$ cat src/rtl/serial_sub_ctrl.sv
// ============================================================================
// serial_sub_ctrl
// ----------------------------------------------------------------------------
// Nibble-serial subtractor. It computes diff = a - b - borrowIn (modulo 2^W,
// W = 4*NIBBLES) on a single shared 4-bit subtract slice. The slice handles
// one nibble per clock, starting with the least significant nibble, and the
// borrow is passed from nibble to nibble through a register.
//
// Handshake:
//   start  - request a subtraction. It is accepted in IDLE or DONE.
//   busy   - high for exactly NIBBLES cycles while nibbles are processed.
//   done   - one-cycle pulse. diff/borrowOut (and zero) are valid while it
//            is high.
//
// Ports:
//   clk        rising-edge clock
//   rst        asynchronous reset, active-high
//   start      subtraction request
//   a, b       minuend / subtrahend (W bits), captured on an accepted start
//   borrowIn   initial borrow, captured on an accepted start
//   busy       processing indicator
//   done       result-valid pulse
//   diff       a - b - borrowIn modulo 2^W
//   borrowOut  1 iff a < b + borrowIn (unsigned)
//   zero       (only with SERIAL_SUB_ZERO_FLAG_EN) 1 iff diff == 0
//
// Optional feature macro: SERIAL_SUB_ZERO_FLAG_EN adds the zero output.
// ============================================================================
module serial_sub_ctrl #(
   parameter int NIBBLES = 4
) (
   input  logic                 clk,
   input  logic                 rst,
   input  logic                 start,
   input  logic [4*NIBBLES-1:0] a,
   input  logic [4*NIBBLES-1:0] b,
   input  logic                 borrowIn,
   output logic                 busy,
   output logic                 done,
   output logic [4*NIBBLES-1:0] diff,
   output logic                 borrowOut
`ifdef SERIAL_SUB_ZERO_FLAG_EN
   ,
   output logic                 zero
`endif
);

   localparam int W  = 4 * NIBBLES;
   localparam int IW = $clog2(NIBBLES);
   localparam logic [IW-1:0] LAST_IDX = IW'(NIBBLES - 1);

   typedef enum logic [1:0] {
      IDLE = 2'd0,
      RUN  = 2'd1,
      DONE = 2'd2
   } state_t;

   state_t        state_q, state_d;
   logic [W-1:0]  a_q, a_d;
   logic [W-1:0]  b_q, b_d;
   logic          borrow_q, borrow_d;
   logic [IW-1:0] idx_q, idx_d;
   logic          busy_d, done_d;
   logic [W-1:0]  diff_d;
   logic          borrow_out_d;

   logic [IW+1:0] bit_pos;
   logic [3:0]    slice_a, slice_b, slice_diff;
   logic          slice_borrow;
   logic [4:0]    slice_wide;

   // This is the shared 4-bit subtract slice. It takes the nibble chosen by
   // the index register. The extra top bit of the 5-bit difference is set
   // exactly when the nibble subtraction went negative, so that bit is the
   // borrow passed on to the next nibble.
   always_comb begin
      bit_pos      = {idx_q, 2'b00};
      slice_a      = a_q[bit_pos +: 4];
      slice_b      = b_q[bit_pos +: 4];
      slice_wide   = {1'b0, slice_a} - {1'b0, slice_b} - {4'b0000, borrow_q};
      slice_diff   = slice_wide[3:0];
      slice_borrow = slice_wide[4];
   end

   // This block computes the next state and the next values of all
   // registered outputs. A start is accepted in DONE just as in IDLE, so
   // operations can run back to back without an idle cycle. In RUN the
   // start input is ignored. diff keeps its old upper nibbles until the
   // slice reaches them.
   always_comb begin
      state_d      = state_q;
      a_d          = a_q;
      b_d          = b_q;
      borrow_d     = borrow_q;
      idx_d        = idx_q;
      busy_d       = 1'b0;
      done_d       = 1'b0;
      diff_d       = diff;
      borrow_out_d = borrowOut;
      unique case (state_q)
         IDLE, DONE: begin
            if (start) begin
               a_d      = a;
               b_d      = b;
               borrow_d = borrowIn;
               idx_d    = '0;
               busy_d   = 1'b1;
               state_d  = RUN;
            end else begin
               state_d  = IDLE;
            end
         end
         RUN: begin
            diff_d[bit_pos +: 4] = slice_diff;
            borrow_d             = slice_borrow;
            if (idx_q == LAST_IDX) begin
               state_d      = DONE;
               done_d       = 1'b1;
               borrow_out_d = slice_borrow;
            end else begin
               busy_d = 1'b1;
               idx_d  = idx_q + 1'b1;
            end
         end
         default: begin
            state_d = IDLE;
         end
      endcase
   end

   // This block holds the state register, the captured operands, the borrow
   // chain and the registered outputs. Reset clears all of them at once, so
   // an operation that is in progress is abandoned without a done pulse.
   always_ff @(posedge clk or posedge rst) begin
      if (rst) begin
         state_q   <= IDLE;
         a_q       <= '0;
         b_q       <= '0;
         borrow_q  <= 1'b0;
         idx_q     <= '0;
         busy      <= 1'b0;
         done      <= 1'b0;
         diff      <= '0;
         borrowOut <= 1'b0;
      end else begin
         state_q   <= state_d;
         a_q       <= a_d;
         b_q       <= b_d;
         borrow_q  <= borrow_d;
         idx_q     <= idx_d;
         busy      <= busy_d;
         done      <= done_d;
         diff      <= diff_d;
         borrowOut <= borrow_out_d;
      end
   end

`ifdef SERIAL_SUB_ZERO_FLAG_EN
   logic zacc_q, zacc_d;
   logic zero_d;

   // This block keeps a running "all nibbles so far were zero" flag. It is
   // set when an operation is accepted and cleared by any nonzero slice
   // result. The final nibble is folded in on the same edge that
   // publishes zero.
   always_comb begin
      zacc_d = zacc_q;
      zero_d = zero;
      if ((state_q == IDLE || state_q == DONE) && start) begin
         zacc_d = 1'b1;
      end else if (state_q == RUN) begin
         zacc_d = zacc_q & (slice_diff == 4'h0);
         if (idx_q == LAST_IDX) begin
            zero_d = zacc_d;
         end
      end
   end

   // This block registers the zero accumulator and the zero output. The
   // output holds its value until the next result is published.
   always_ff @(posedge clk or posedge rst) begin
      if (rst) begin
         zacc_q <= 1'b0;
         zero   <= 1'b0;
      end else begin
         zacc_q <= zacc_d;
         zero   <= zero_d;
      end
   end
`endif

endmodule

$ cat config.mk
export PLATFORM = sky130hd
export DESIGN_NAME = serial_sub_ctrl
export DESIGN_NICKNAME = d
export VERILOG_FILES = /design/src/rtl/serial_sub_ctrl.sv
export SDC_FILE = /design/constraint.sdc
export NUM_CORES = 1
export LEC_CHECK = 0
export ABC_AREA = 0
export CAP_MARGIN = 20
export CORE_UTILIZATION = 50
export CTS_CLUSTER_DIAMETER = 50
export CTS_CLUSTER_SIZE = 24
export DETAILED_ROUTE_END_ITERATION = 7
export GPL_ROUTABILITY_DRIVEN = 0
export GPL_TIMING_DRIVEN = 0
export PLACE_DENSITY = 0.79
export RECOVER_POWER = 100
export SYNTH_ARGS = -nofsm -noshare
export SYNTH_HDL_FRONTEND = slang
export SYNTH_SLANG_ARGS = --single-unit
export TNS_END_PERCENT = 100
$ cat constraint.sdc
create_clock -name clk -period 3.2 [get_ports clk]
set_clock_uncertainty 0.1 [all_clocks]
set_input_delay 0.8 -clock clk [delete_from_list [all_inputs] [get_ports clk]]
set_output_delay 0.8 -clock clk [all_outputs]
set_load 0.01 [all_outputs]
### Word level (Yosys, flattened, before mapping)

Cells that the tools add are included.

* register bits: 56
* bits in latches: 0
* bits in writable memories: 0
* ROM bits: 0
* bits of input ports: 36
* output and inout port bits: 19
* logic and storage cells: 44
* memories: 0

* $add $sub $neg: 4
* multiply operators: 0
* div/mod/pow operators: 0
* order comparisons: 0
* equality and inequality tests: 6
* shift-type cells: 4
* multiplexer cells: 14
* bitwise operators: 0
* reductions and logical operators: 7

Operators with widths (count)
* variable part select 16 x 5 -> 4 bit: 2
* bitwise mux 16 bit: 1
* variable shift 4 x 6 -> 16 bit (first input constant): 1
* variable part select 4 x 6 -> 16 bit: 1
* case mux 2 bit (2 select lines): 2
* two-way mux 1 bit: 6
* two-way mux 2 bit: 3
* != test 2 bit (second input constant): 3
* negator 4 -> 6 bit: 1
* AND reduction 2 bit: 3
* subtractor 4 x 4 -> 5 bit: 1
* subtractor 5 x 1 -> 5 bit: 1
* equality test 2 bit (second input constant): 2
* case mux 1 bit (2 select lines): 2
* AND reduction 3 bit: 1
* adder 2 x 1 -> 2 bit (second input constant): 1
* equality test 2 x 1 -> 1 bit (second input constant): 1
* zero test 2 bit: 1
* nonzero test 2 bit: 1
* OR reduction 2 bit: 1

### Logic depth before layout (Yosys ltp)

* depth after elaboration: 5
* mapped depth: 10

### Worst setup path before layout

No wires, ideal clock.

* path kind: register to register
* from: register idx_q[0]
* to: register borrow_q
* arrival time: 2.449 ns
* path slack: 0.515 ns
* cell stages (with the launch flop): 9
* path buffers: 1
* period minus slack after synthesis: 2.685 ns
* path through: dfrtp_1 > buf_4 > mux4_2 > fa_1 > fa_1 > nand2_1 > a21oi_1 > xnor2_1 > a21oi_1

* word-level cells in the longest chain between the ends: 4

RTL lines
* start: declaration: RTL line 62 `logic [IW-1:0] idx_q, idx_d;`
* start signal: assignment: RTL line 150 `idx_q <= idx_d;`
* variable part select 16 x 5 -> 4 bit (on tied branches): RTL line 78, 79
* subtractor 4 x 4 -> 5 bit *: RTL line 80 `slice_wide = {1'b0, slice_a} - {1'b0, slice_b} - {4'b0000, borrow_q};`
* subtractor 5 x 1 -> 5 bit *: RTL line 80
* case mux 1 bit (2 select lines) *: RTL line 100 `unique case (state_q)`
* end signal: assignment: RTL line 149 `borrow_q <= borrow_d;`
* end: declaration: RTL line 61 `logic borrow_q, borrow_d;`

Every way passes the cells marked *; elsewhere a longest branch is shown, timed or not.
A chain may end at the register's enable or synchronous reset.

### Worst setup path in the final report

* from: register idx_q[0]
* to: register diff[11]

* word-level cells in the longest chain between the ends: 5

RTL lines
* variable part select 16 x 5 -> 4 bit (on tied branches): RTL line 78, 79
* subtractor 4 x 4 -> 5 bit: RTL line 80
* subtractor 5 x 1 -> 5 bit: RTL line 80
* variable part select 4 x 6 -> 16 bit: RTL line 114 `diff_d[bit_pos +: 4] = slice_diff;`
* bitwise mux 16 bit *: RTL line 114
* end signal: assignment: RTL line 153 `diff <= diff_d;`
* end: declaration: RTL line 40 `output logic [4*NIBBLES-1:0] diff,`

Marks and branches as above.

==> flow_summary_export.csv <==
group,metric,value,unit
outcome,status,"finished clean",
hold_path,whs_path_depth,2,
setup_path,crit_arrival,3.07,ns
sta,rsz0062_at_grt,"false",
power,switching_share,0.427,
sta,min_period,3.01,ns
sta,fin_setup_tns,0,ns
setup_path,path_max_fanout,10,
clock_network,cts_tree,"yes",
power,seqPwrFrac,0.357,
place,place_hpwl,3.88,mm
floorplan,io_pins,55,
setup_path,crit_path_end_kind,"flip-flop",
cells_and_area,fillers,404,
sta,slew_viol_final,0,
grt,grt_pass1_wl,9.16,mm
power,vdd_ir_drop_max,608,uV
clock_network,clkSinkCount,56,
sta,whs,0.377,ns
logic_synthesis,yosysSeqAreaShare,0.548,
power,p_int,1.91,mW
power,power_leakage,1.61,nW
power,comb_power_share,0.538,
clock_network,clk_root_buffer_cell,"clkbuf_8",
clock_network,cts.clk_slew.worst_paths,0.09,ns
setup_path,worstPathCellList,"buf_4 > mux4_2 > fa_1 > inv_1 > ha_1 > a21oi_2 > xor2_1 > o21ai_0",
floorplan,core_area,4820,sq um
sta,setup_violations,0,
cells_and_area,final_nets,373,
setup_path,cp.required,3.26,ns
floorplan,die_y,73.5,um
floorplan,start_util,0.531,
clock_network,postCtsSetupRepairBufs,0,
setup_path,path_depth,8,
power,p_clk_frac,0.106,
power,switchingPower,1.42,mW
place,port_buffers,54,
sta,hold_violations,0,
route,drc,0,
grt,grt_pass1_vias,1989,
grt,grt_use_total,0.226,
route,dr.pass1.iters,4,
sta,slew_headroom,0.320,
logic_synthesis,syn_inst,263,
clock_network,clk_path_buf_depth,2,
logic_synthesis,synth_nets,311,
hold_path,hold_path.class,"flip-flop to flip-flop",
logic_synthesis,synth-seq-cells,56,
cells_and_area,multi_input_area,1060,sq um
route,via_count,1983,
power,finalPower,3.33,mW
logic_synthesis,synth_warnings,0,
route,viasPerCell,5.08,
logic_synthesis,synth_area_leaders,"dfrtp_1 (55%), nand2_1 (18%), mux4_2 (5.3%)",
cells_and_area,final_cell_mix,"nand2_1 (120), dfrtp_1 (55), clkdlybuf4s50_1 (33)",
grt,antenna_found_initial,0,
setup_path,path_buf_inv,2,
logic_synthesis,synth_top_cell_area_share,0.548,
route,detail-route-antenna-nets,0,
route,wl_per_cell,13.6,um
setup_path,slowest_delay,0.54,ns
floorplan,die_w,73.5,um
setup_path,critPathSlowestCell,"mux4_2",
power,p_per_area,1020,nW/um^2
cells_and_area,final_common_cell,"nand2_1",
route,routed_wl,5.30,mm
cells_and_area,regArea,1400,sq um
sta,tightest_slew,1.02,ns
cells_and_area,syn_to_final_growth,27.1,%
setup_path,reg2regPathDepth,8,
sta,finalCritPeriodShare,0.939,
flow_run,maxCapViolCount,0,
route,drtIter0Drc,82,
logic_synthesis,post-synth-top-area-cell,"dfrtp_1",
clock_network,numCtsBuffers,5,
logic_synthesis,ys_types,26,
floorplan,num_rows,25,
clock_network,cts_htree_levels,2,
setup_path,worstSetupPathType,"flip-flop to flip-flop",
cells_and_area,drive_gt1_frac,0.0526,
sta,timing.fmax,0.333,GHz
cells_and_area,diodes,0,
setup_path,cp_top_family,"adder cells",
setup_path,startpoint_type,"flip-flop",
logic_synthesis,syn_area,2560,sq um
clock_network,clock_latency,0.30,ns
logic_synthesis,syn_area_per_cell,9.72,sq um
grt,grt_max_degree,43,
grt,grt.overflow.total,0,
floorplan,die_area,5400,sq um
[power by group through the flow]
stage | clock, mW | sequential (mW) | combinational, mW
after floorplan | 0 | 1.19 | 1.24
after global placement | 0 | 1.19 | 1.82
after detailed placement | 0 | 1.20 | 1.88
after CTS | 0.355 | 1.19 | 1.89
after global routing | 0.379 | 1.22 | 2.01
final | 0.352 | 1.19 | 1.79
[repair_timing]
item / 4_1_cts / 5_1_grt
setup endpoints to repair: 0 / 5
endpoints found under the hold margin: 0 / 0
resized for setup: 0 / 2
hold buffers: 0 / 0
[worst paths after layout]
check,startpoint,endpoint,slack (ns)
worst min register to register,b_q[5],b_q[5],0.38
min in group asynchronous,rst,diff[12],0.86
worst min-delay path,b_q[5],b_q[5],0.38
max in group asynchronous,rst,idx_q[0],0.71
worst max-delay path,idx_q[0],diff[11],0.19
worst max register to register,idx_q[0],diff[11],0.19
[layer usage]
| metal | GRT usage | wire, um |
|---|---|---|
| met4 | 0.0620 | 51 |
| met5 | 0 | 0 |
| met2 | 0.391 | 2650 |
| met3 | 0.0453 | 261 |
| met1 | 0.290 | 2340 |
[cell type report]
| type | instances | share of cell area |
|---|---|---|
| timing repair buffer | 55 | 0.168 |
| inverter | 12 | 0.0139 |
| sequential | 56 | 0.432 |
| buffer | 11 | 0.0143 |
| tap | 67 | 0.0258 |
| clock buffer | 5 | 0.0212 |
| multi-input combinational | 184 | 0.325 |
[worst min-delay path, cell delays in order (launching register included)]
cell and delay (ns):
dfrtp_1 0.35, nand2_1 0.05, nand2_1 0.05
[registers in the layout, indices dropped and copies added (netlist names)]
signal / cells
b_q: 16
borrowOut: 1
idx_q: 2
borrow_q: 1
busy: 1
diff: 16
done: 1
a_q: 16
state_q: 2
[metrics by stage]
step	setup slack [ns]	area, sq um	util	std cells
floorplan	0.515	2560	-	263
detailed placement	0.125	3200	0.664	385
finish	0.194	3250	0.674	390
CTS	0.107	3270	0.679	390
global route	0.0466	3250	0.674	390
global placement	-0.0185	3180	0.660	384
[cell usage after synthesis]
| master | instances |
|---|---|
| a21oi_1 | 3 |
| a21oi_2 | 1 |
| and2_1 | 2 |
| buf_2 | 1 |
| buf_4 | 1 |
| clkbuf_1 | 9 |
| dfrtp_1 | 56 |
| fa_1 | 2 |
| ha_1 | 10 |
| inv_1 | 12 |
| mux2_2 | 1 |
| mux4_1 | 2 |
| mux4_2 | 6 |
| nand2_1 | 120 |
| nand2b_1 | 3 |
| nand3_1 | 4 |
| nand4_1 | 2 |
| nor2_1 | 3 |
| nor2b_1 | 2 |
| nor3b_1 | 1 |
| o21ai_0 | 14 |
| o21ai_1 | 4 |
| o22ai_1 | 1 |
| xnor2_1 | 1 |
| xor2_1 | 1 |
| xor2_2 | 1 |
[cells by family after synthesis]
group | count (synthesis) | share of synthesized area
AOI/OAI and AO/OA | 23 | 0.0470
adders and majority gates | 12 | 0.0646
buffers and inverters | 23 | 0.0357
xor gates and xnor gates | 3 | 0.0132
and+or+nand+nor | 137 | 0.213
muxes | 9 | 0.0778
DFF | 56 | 0.548
Note: power is estimated with default switching activity, not from simulation.
